## src/rtl/ram_arbiter.sv

```systemverilog
// ram_arbiter: shares one single-port 32-bit word RAM between the instruction
// fetch port and the load/store data port. Sub-word stores are done as a
// read-modify-write. Arbitration happens only in IDLE, and ties go round-robin.
// Optional build macro: RAM_ARB_MISALIGN_TRAP_EN. When it is defined, misaligned
// accesses skip the RAM and are acknowledged with d_err set.
module ram_arbiter #(
    parameter int unsigned ADDR_W = 16,
    parameter int unsigned RAM_AW = 14
) (
    input  logic              clk,
    input  logic              rst,
    input  logic              f_req,
    input  logic [ADDR_W-1:0] f_addr,
    output logic              f_gnt,
    output logic              f_rvalid,
    output logic [31:0]       f_rdata,
    input  logic              d_req,
    input  logic              d_we,
    input  logic [3:0]        d_be,
    input  logic [ADDR_W-1:0] d_addr,
    input  logic [31:0]       d_wdata,
    output logic              d_gnt,
    output logic              d_rvalid,
    output logic [31:0]       d_rdata,
    output logic              d_err,
    output logic              ram_wen,
    output logic              ram_ren,
    output logic [RAM_AW-1:0] ram_waddr,
    output logic [RAM_AW-1:0] ram_raddr,
    output logic [31:0]       ram_wdata,
    input  logic [31:0]       ram_rdata
);

    typedef enum logic [2:0] {
        S_IDLE, S_RD, S_RD_WAIT, S_WR, S_RMW_RD, S_RMW_MERGE, S_RMW_WR, S_ACK
    } state_t;

    typedef enum logic {
        GNT_FETCH,
        GNT_DATA
    } port_t;

    state_t            state_q, state_d;
    port_t             last_grant_q;
    port_t             owner_q;
    logic [RAM_AW-1:0] addr_q;
    logic [3:0]        be_q;
    logic [31:0]       wdata_q;
    logic [31:0]       merged_q;
    logic [31:0]       merged_d;
    logic [31:0]       f_rdata_q;
    logic [31:0]       d_rdata_q;
    logic              err_q;
    logic              grant_f, grant_d;
    logic              f_mis, d_mis;

`ifdef RAM_ARB_MISALIGN_TRAP_EN
    // Word accesses need addr[1:0]==0, and halfword stores need addr[0]==0.
    function automatic logic d_misaligned(input logic we, input logic [3:0] be,
                                          input logic [1:0] lo);
        if (!we || be == 4'hF) return lo != 2'b00;
        if (be == 4'h3 || be == 4'hC) return lo[0];
        return 1'b0;
    endfunction

    assign f_mis = (f_addr[1:0] != 2'b00);
    assign d_mis = d_misaligned(d_we, d_be, d_addr[1:0]);
`else
    logic unused_addr_lo;
    assign f_mis = 1'b0;
    assign d_mis = 1'b0;
    assign unused_addr_lo = ^{f_addr[1:0], d_addr[1:0]};
`endif

    // Arbitration: grants only in IDLE. On a tie, the port that did not win last time gets the grant.
    always_comb begin
        grant_f = 1'b0;
        grant_d = 1'b0;
        if (state_q == S_IDLE && !rst) begin
            if (f_req && d_req) begin
                if (last_grant_q == GNT_FETCH) grant_d = 1'b1;
                else                           grant_f = 1'b1;
            end else begin
                grant_f = f_req;
                grant_d = d_req;
            end
        end
    end

    // Next-state logic: the access type is decoded from the live inputs at grant time.
    always_comb begin
        state_d = state_q;
        case (state_q)
            S_IDLE: begin
                if (grant_f) begin
                    state_d = f_mis ? S_ACK : S_RD;
                end else if (grant_d) begin
                    if (d_mis)               state_d = S_ACK;
                    else if (!d_we)          state_d = S_RD;
                    else if (d_be == 4'hF)   state_d = S_WR;
                    else if (d_be == 4'h0)   state_d = S_ACK;
                    else                     state_d = S_RMW_RD;
                end
            end
            S_RD:        state_d = S_RD_WAIT;
            S_RD_WAIT:   state_d = S_ACK;
            S_WR:        state_d = S_ACK;
            S_RMW_RD:    state_d = S_RMW_MERGE;
            S_RMW_MERGE: state_d = S_RMW_WR;
            S_RMW_WR:    state_d = S_ACK;
            S_ACK:       state_d = S_IDLE;
            default:     state_d = S_IDLE;
        endcase
    end

    // Byte-lane merge of the store data over the word just read back from the RAM.
    always_comb begin
        merged_d = '0;
        for (int unsigned i = 0; i < 4; i++) begin
            merged_d[8*i +: 8] = be_q[i] ? wdata_q[8*i +: 8] : ram_rdata[8*i +: 8];
        end
    end

    // State register and round-robin history.
    always_ff @(posedge clk or posedge rst) begin
        if (rst) begin
            state_q      <= S_IDLE;
            last_grant_q <= GNT_FETCH;
        end else begin
            state_q <= state_d;
            if (grant_f)      last_grant_q <= GNT_FETCH;
            else if (grant_d) last_grant_q <= GNT_DATA;
        end
    end

    // Latch the request on grant, and hold the merged word for the write-back cycle.
    always_ff @(posedge clk or posedge rst) begin
        if (rst) begin
            owner_q  <= GNT_FETCH;
            addr_q   <= '0;
            be_q     <= '0;
            wdata_q  <= '0;
            err_q    <= 1'b0;
            merged_q <= '0;
        end else begin
            if (grant_f) begin
                owner_q <= GNT_FETCH;
                addr_q  <= f_addr[ADDR_W-1:2];
                be_q    <= '0;
                wdata_q <= '0;
                err_q   <= 1'b0;
            end else if (grant_d) begin
                owner_q <= GNT_DATA;
                addr_q  <= d_addr[ADDR_W-1:2];
                be_q    <= d_be;
                wdata_q <= d_wdata;
                err_q   <= d_mis;
            end
            if (state_q == S_RMW_MERGE) merged_q <= merged_d;
        end
    end

    // Read-data registers: loaded in RD_WAIT and cleared when a trapped access is granted.
    always_ff @(posedge clk or posedge rst) begin
        if (rst) begin
            f_rdata_q <= '0;
            d_rdata_q <= '0;
        end else begin
            if (grant_f && f_mis) f_rdata_q <= '0;
            if (grant_d && d_mis) d_rdata_q <= '0;
            if (state_q == S_RD_WAIT) begin
                if (owner_q == GNT_FETCH) f_rdata_q <= ram_rdata;
                else                      d_rdata_q <= ram_rdata;
            end
        end
    end

    // RAM and handshake outputs decode from the state. Address and data are zeroed when the RAM is not in use.
    always_comb begin
        ram_ren   = (state_q == S_RD) || (state_q == S_RMW_RD);
        ram_wen   = (state_q == S_WR) || (state_q == S_RMW_WR);
        ram_raddr = ram_ren ? addr_q : '0;
        ram_waddr = ram_wen ? addr_q : '0;
        ram_wdata = '0;
        if (state_q == S_WR)     ram_wdata = wdata_q;
        if (state_q == S_RMW_WR) ram_wdata = merged_q;
        f_gnt     = grant_f;
        d_gnt     = grant_d;
        f_rvalid  = (state_q == S_ACK) && (owner_q == GNT_FETCH);
        d_rvalid  = (state_q == S_ACK) && (owner_q == GNT_DATA);
        d_err     = d_rvalid && err_q;
        f_rdata   = f_rdata_q;
        d_rdata   = d_rdata_q;
    end

endmodule

```

## config.mk

```make
export PLATFORM = sky130hd
export DESIGN_NAME = ram_arbiter
export DESIGN_NICKNAME = d
export VERILOG_FILES = /design/src/rtl/ram_arbiter.sv
export SDC_FILE = /design/constraint.sdc
export NUM_CORES = 1
export LEC_CHECK = 0
export ABC_CLOCK_PERIOD_IN_PS = 6080
export BUFFER_PORTS_ARGS = -buffer_cell sky130_fd_sc_hd__buf_2
export CORE_ASPECT_RATIO = 1.75
export CORE_MARGIN = 2
export CORE_UTILIZATION = 50
export DETAILED_ROUTE_END_ITERATION = 12
export PLACE_DENSITY = 0.78
export SYNTH_ARGS = -nofsm -noshare
export SYNTH_HDL_FRONTEND = slang
export SYNTH_SLANG_ARGS = --single-unit
```

## constraint.sdc

```tcl
create_clock -name clk -period 6.08 [get_ports clk]
set_clock_uncertainty 0.15 [all_clocks]
set_input_delay 0.304 -clock clk [delete_from_list [all_inputs] [get_ports clk]]
set_output_delay 0.304 -clock clk [all_outputs]
set_load 0.02 [all_outputs]
```

==> reports/results.txt, run 1 <==
CTS root buf - clkbuf_16
1st-iter DRT viols - 291
Mapped Nets - 639
Die H - 156 um
Register area share after synthesis - 56.7%
Post-route insts no fill - 982
DIE AREA - 0.0142 mm^2
Global route overflow - 0
Largest net degree at the start of global routing - 83
Most common cell in the netlist - dfrtp_1
Status - complete, no violations
VDD IR max - 319 uV
CP arrival - 2.45 ns
Initial antenna violation count - 0
Final Cycle Share - 47.8%
Clock Pin Slew Worst Setup and Hold Paths - 0.06 ns
Flops & latches, synth - 150
Cell taking the most area after synthesis - dfrtp_1
Final Routed Wirelength - 18200 um
WL/cell - 18.5 um
CTS tree - built
Clock Tree Buf Depth - 2
PnR worst setup slack - 3.17 ns
Worst slew pin tran - 1.14 ns
Number of global-route vias before repair - 5938
Ys async rst share - 100%
Max-slew violations - 0
RSZ-0062 raised after global routing - false
Required @ worst endpoint - 5.63 ns
Post-synth top area share - 56.7%
Main synth FF type - dfrtp_1
Crit path capture type - output pin
Cell variety after synth - 36
Commonest cells post-synth - dfrtp_1 (150), a22o_1 (68), mux2_2 (60)
IO Count - 236
TritonRoute pass-1 iters - 4
Crit Path Class - reg2out
IO Port Bufs - 230
Syn Area/Cell - 12.4 um^2
Final #Nets - 903
Layout cells sized above 1 - 41.2%
Worst-Skew Late Latency - 0.41 ns
Final ANT Viol Nets - 0
Slowest cell delay on critical path - 0.72 ns
Mapped Cells - 534
Routability cong. - 0.789
All-Layer GR Usage - 26.0%
CTS sink cnt - 150
HP Class - in2reg
Post-synth EDFFs - 0
Core Region - 0.0129 mm^2
# setup viols final - 0
Fmax - 0.344 GHz
Crit-path max FO - 16
Cell count after placement - 897
Starting Density - 51.2%
Ys Warns - 0
Max-slew headroom - 23.7%
Static leakage - 4.55 nW
Final setup TNS - 0 ns
Post-Syn Area - 0.00662 mm^2
Core Rows - 55
Critical path buffers and inverters - 1
PwrDens - 553 mW/mm^2
Period minus WS final - 2.91 ns
CTS buffer count - 17
Area contributors post-synth - dfrtp_1 (57%), mux2_2 (10%), a22o_1 (9.0%), mux2i_1 (7.0%), o21ai_0 (3.7%)
# DRC - 0
Area Growth Syn to Fin - 35.1%
CP top delay family - XOR/XNOR gates
CP Launch Type - register
Routed vias - 5444
Post-CTS setup buffers - 0
Post-DP HPWL - 12000 um
Die W - 91.0 um
CTS H-tree lvls - 4
Via density per instance - 5.54
CP Cell Sequence - xor2_1, and2b_1, and2_1, buf_2
Slowest-stage cell, CP - xor2_1
Final hold vios - 0
Pre-CTS WS - 3.43 ns
Max Cap Viol - 0
First-pass GRT wire length - 29200 um
cells by family (layout without fill, tap and decap cells):
logic type / count (synthesis) / count (layout) / share of synthesized area [%]
other: 1 / 2 / 0.0566
buffers and inverters: 48 / 324 / 4.06
muxes: 110 / 110 / 17.8
xor gates and xnor gates: 1 / 1 / 0.132
DFF: 150 / 150 / 56.7
AOI/OAI and AO/OA: 127 / 127 / 13.8
and+or+nand+nor: 97 / 97 / 7.45
per-layer routing:
layer	part of all wire (%)	routed length (um)	up-vias	global-route usage, %
met1	37	6690	2714	27.9
met3	5.3	956	42	5.10
met5	0	0	-	0
li1	-	-	2464	-
met2	55	10000	224	48.1
met4	2.9	529	0	12.6
cell usage in the layout (no fill, tap or decap), types with 2 or more instances in the layout:
cell / netlist / final
clkinvlp_4: 0 / 2
bufinv_16: 0 / 3
mux2_1: 4 / 4
and3_1: 18 / 16
mux2_2: 60 / 60
a21oi_1: 3 / 3
dlygate4sd3_1: 0 / 53
nor2_1: 6 / 5
buf_2: 10 / 230
o21a_1: 2 / 2
and2_1: 16 / 16
and3_2: 0 / 2
mux2i_1: 46 / 46
nand2_1: 47 / 47
o21ai_0: 49 / 48
inv_1: 4 / 3
inv_6: 0 / 5
clkinv_4: 0 / 3
a22o_1: 68 / 68
dfrtp_1: 150 / 150
clkbuf_16: 0 / 17
buf_4: 10 / 6
per-stage QoR:
| stage | area [um^2] | power [mW] | util, % | hold slack [ns] |
|---|---|---|---|---|
| after detailed placement | 7800 | 3.84 | 60.3 | 0.322 |
| after CTS | 8940 | 4.97 | 69.1 | 0.000353 |
| after floorplan | 6620 | 3.19 | - | 0.258 |
| after global routing | 8940 | 5.23 | 69.1 | 0.00688 |
| after global placement | 7800 | 3.73 | 60.3 | 0.311 |
| final | 8940 | 4.94 | 69.1 | 0.0183 |
report_power, final:
group	total, mW	switching (mW)	leakage, nW	internal (mW)
registers	1.87	0.382	1.86	1.49
logic	2.00	1.15	2.40	0.847
clock network	1.07	0.413	0.294	0.660
total	4.94	1.95	4.55	2.99
area by class of cell:
| type | instances | area, um^2 |
|---|---|---|
| clock buffer | 18 | 439 |
| sequential | 150 | 3750 |
| clock inverter | 13 | 171 |
| fill | 960 | 4000 |
| antenna | 1 | 2.50 |
| timing repair buffer | 289 | 1730 |
| tap | 171 | 214 |
| inverter | 4 | 20.0 |
| multi-input combinational | 336 | 2610 |
registers in the layout, indices dropped and copies added (netlist names):
| name | count |
|---|---|
| d_rdata | 32 |
| f_rdata | 32 |
| merged_q | 32 |
| wdata_q | 32 |
| addr_q | 14 |
| be_q | 4 |
| state_q | 3 |
| owner_q | 1 |
path summary, 6_finish.rpt:
check,start,depth (start not counted),endpoint,slack [ns]
hold / removal,d_wdata[27],2,wdata_q[27]$_DFFE_PP0P_,0.02
setup / recovery,state_q[0]$_DFFE_PP0P_,4,ram_raddr[11],3.17
hold reg to reg,merged_q[20]$_DFFE_PP0P_,2,merged_q[20]$_DFFE_PP0P_,0.33
max in group asynchronous,rst,4,d_rdata[20]$_DFFE_PP0P_,3.83
min in group asynchronous,rst,3,state_q[0]$_DFFE_PP0P_,0.46
setup reg to reg,state_q[1]$_DFFE_PP0P_,4,merged_q[16]$_DFFE_PP0P_,3.39
repair_timing:
item                                    in CTS  in global routing
hold endpoints to repair                   133                  0
endpoints found under the setup margin       0                  0
resized for setup                            0                  0
hold buffers                                53                  0
Power figures use the tool's default switching activity.
==> run 2, diff against run 1 <==
==> config.mk (replaced) <==
export PLATFORM = sky130hd
export DESIGN_NAME = ram_arbiter
export DESIGN_NICKNAME = d
export VERILOG_FILES = /design/src/rtl/ram_arbiter.sv
export SDC_FILE = /design/constraint.sdc
export NUM_CORES = 1
export LEC_CHECK = 0
export ABC_CLOCK_PERIOD_IN_PS = 2540
export BUFFER_PORTS_ARGS = -buffer_cell sky130_fd_sc_hd__buf_2
export CORE_ASPECT_RATIO = 1.75
export CORE_MARGIN = 2
export CORE_UTILIZATION = 45
export DETAILED_ROUTE_END_ITERATION = 12
export PLACE_DENSITY = 0.74
export SYNTH_ARGS = -nofsm -noshare
export SYNTH_HDL_FRONTEND = slang
export SYNTH_SLANG_ARGS = --single-unit
==> constraint.sdc (replaced) <==
create_clock -name clk -period 2.54 [get_ports clk]
set_clock_uncertainty 0.15 [all_clocks]
set_input_delay 0.127 -clock clk [delete_from_list [all_inputs] [get_ports clk]]
set_output_delay 0.127 -clock clk [all_outputs]
set_load 0.02 [all_outputs]
==> run 2 against run 1 <==
  * Critical path depth grew 1
  * Clock-buffer cell count is the same
  * Final area grew 7.2%
  * Via count grew 5.4%
  * Flip-flop and latch count is the same
  * Critical path type is now reg2reg
  * Clock power grew 150%
  * Worst setup slack lost 3.0 ns
  * Utilization shrank 2.4 points
  * Sequential share of layout area shrank 2.8 points
  * Total power grew 150%
  * Register-to-register slack lost 3.2 ns
==> reports/results.txt, run 2 (synthesis gave the netlist of run 1 again) <==
DIE AREA - 0.0157 mm^2
Total Power - 12.2 mW
Diodes inserted - 0
CP arrival - 2.50 ns
Initial antenna violation count - 0
Crit path capture type - register
Worst slew pin tran - 0.595 ns
Reg2reg path depth - 5
Core Region - 0.0144 mm^2
Largest net degree at the start of global routing - 77
Post-route cell area - 0.00958 mm^2
Placed cell areas - 0.00793 mm^2
Number of global-route vias before repair - 6069
CTS root buf - clkbuf_16
Final hold vios - 0
Clock Pin Slew Worst Setup and Hold Paths - 0.06 ns
Fmax - 0.420 GHz
Global route overflow - 0
Most common cell after layout, fill and taps aside - buf_2
Most frequent cells in the layout - buf_2 (230), dfrtp_1 (150), dlygate4sd3_1 (99), a22o_1 (68), mux2_2 (60)
Fill cell count - 1046
# DRC - 0
First-pass GRT wire length - 30400 um
CTS sink cnt - 150
VDD IR max - 763 uV
Die H - 164 um
Post-DP HPWL - 12700 um
All-Layer GR Usage - 25.0%
Core Rows - 58
Status - complete, no violations
Worst-Skew Late Latency - 0.41 ns
Final Routed Wirelength - 19600 um
Routed vias - 5740
CP Launch Type - register
Max-slew headroom - 60.3%
Clock Tree Buf Depth - 2
Period minus WS final - 2.38 ns
Layout cells sized above 1 - 39.9%
IO Count - 236
Routability cong. - 0.856
WL/cell - 18.7 um
CTS buffer count - 17
Crit Path Class - reg2reg
Area Growth Syn to Fin - 44.7%
RSZ-0062 raised after global routing - false
Max Cap Viol - 0
Die W - 95.7 um
IO Port Bufs - 230
# setup viols final - 0
Final Cycle Share - 93.8%
Post-route insts no fill - 1048
CTS H-tree lvls - 4
Pre-CTS WS - 0.455 ns
Max-slew violations - 0
Required @ worst endpoint - 2.66 ns
Via density per instance - 5.48
Util after Layout - 66.7%
Static leakage - 4.81 nW
Final ANT Viol Nets - 0
Crit-path max FO - 10
PwrDens - 1280 mW/mm^2
Hold Crit Depth - 4
Final #Nets - 961
HP Class - in2reg
Starting Density - 46.1%
Cell count after placement - 916
1st-iter DRT viols - 242
Final setup TNS - 0 ns
Hold Slack - 0.0468 ns
CTS tree - built
PnR worst setup slack - 0.158 ns
TritonRoute pass-1 iters - 6
## run 2: final timing paths
kind,from,end,slack (ns)
min in group asynchronous,rst,addr_q[3]$_DFFE_PP0P_,0.36
hold / removal,d_we,state_q[2]$_DFFE_PP0P_,0.05
setup reg to reg,owner_q$_DFFE_PP0P_,addr_q[11]$_DFFE_PP0P_,0.16
max in group asynchronous,rst,merged_q[12]$_DFFE_PP0P_,1.42
hold reg to reg,merged_q[16]$_DFFE_PP0P_,merged_q[16]$_DFFE_PP0P_,0.33
setup / recovery,owner_q$_DFFE_PP0P_,addr_q[11]$_DFFE_PP0P_,0.16
## run 2: layout make-up
type                       count  area, um^2  share of cell area, %
clock buffer                  18         429                   4.48
sequential                   150        3750                   39.2
multi-input combinational    336        2630                   27.5
clock inverter                13         196                   2.05
inverter                       4        18.8                  0.196
tap                          180         225                   2.35
timing repair buffer         347        2330                   24.3
## run 2: power by group
group	total (mW)	leakage, nW	switching [mW]	internal, mW
Clock	2.67	0.292	1.01	1.66
Sequential	4.48	1.86	0.915	3.56
Combinational	5.08	2.66	2.87	2.21
Total	12.2	4.81	4.80	7.42
## run 2: critical path, cell delays in order, from the launching register on
cell and delay [ns]:
dfrtp_1 0.48, o21ai_4 0.38, buf_4 0.30, mux2i_1 0.27
dlygate4sd3_1 0.57, o21ai_0 0.09
## run 2: timing repair
item	CTS	global route
setup buffers	0	2
endpoints found under the setup margin	0	7
endpoints found under the hold margin	299	0
hold buffers	99	0
gates resized for setup	0	2
## run 2: layer usage
metal	global-route usage [%]	routed length (um)	vias to the layer above
met3	4.43	840	54
met2	44.8	10700	215
met4	11.5	697	0
met1	28.4	7290	2900
met5	0	0	-
li1	-	-	2571
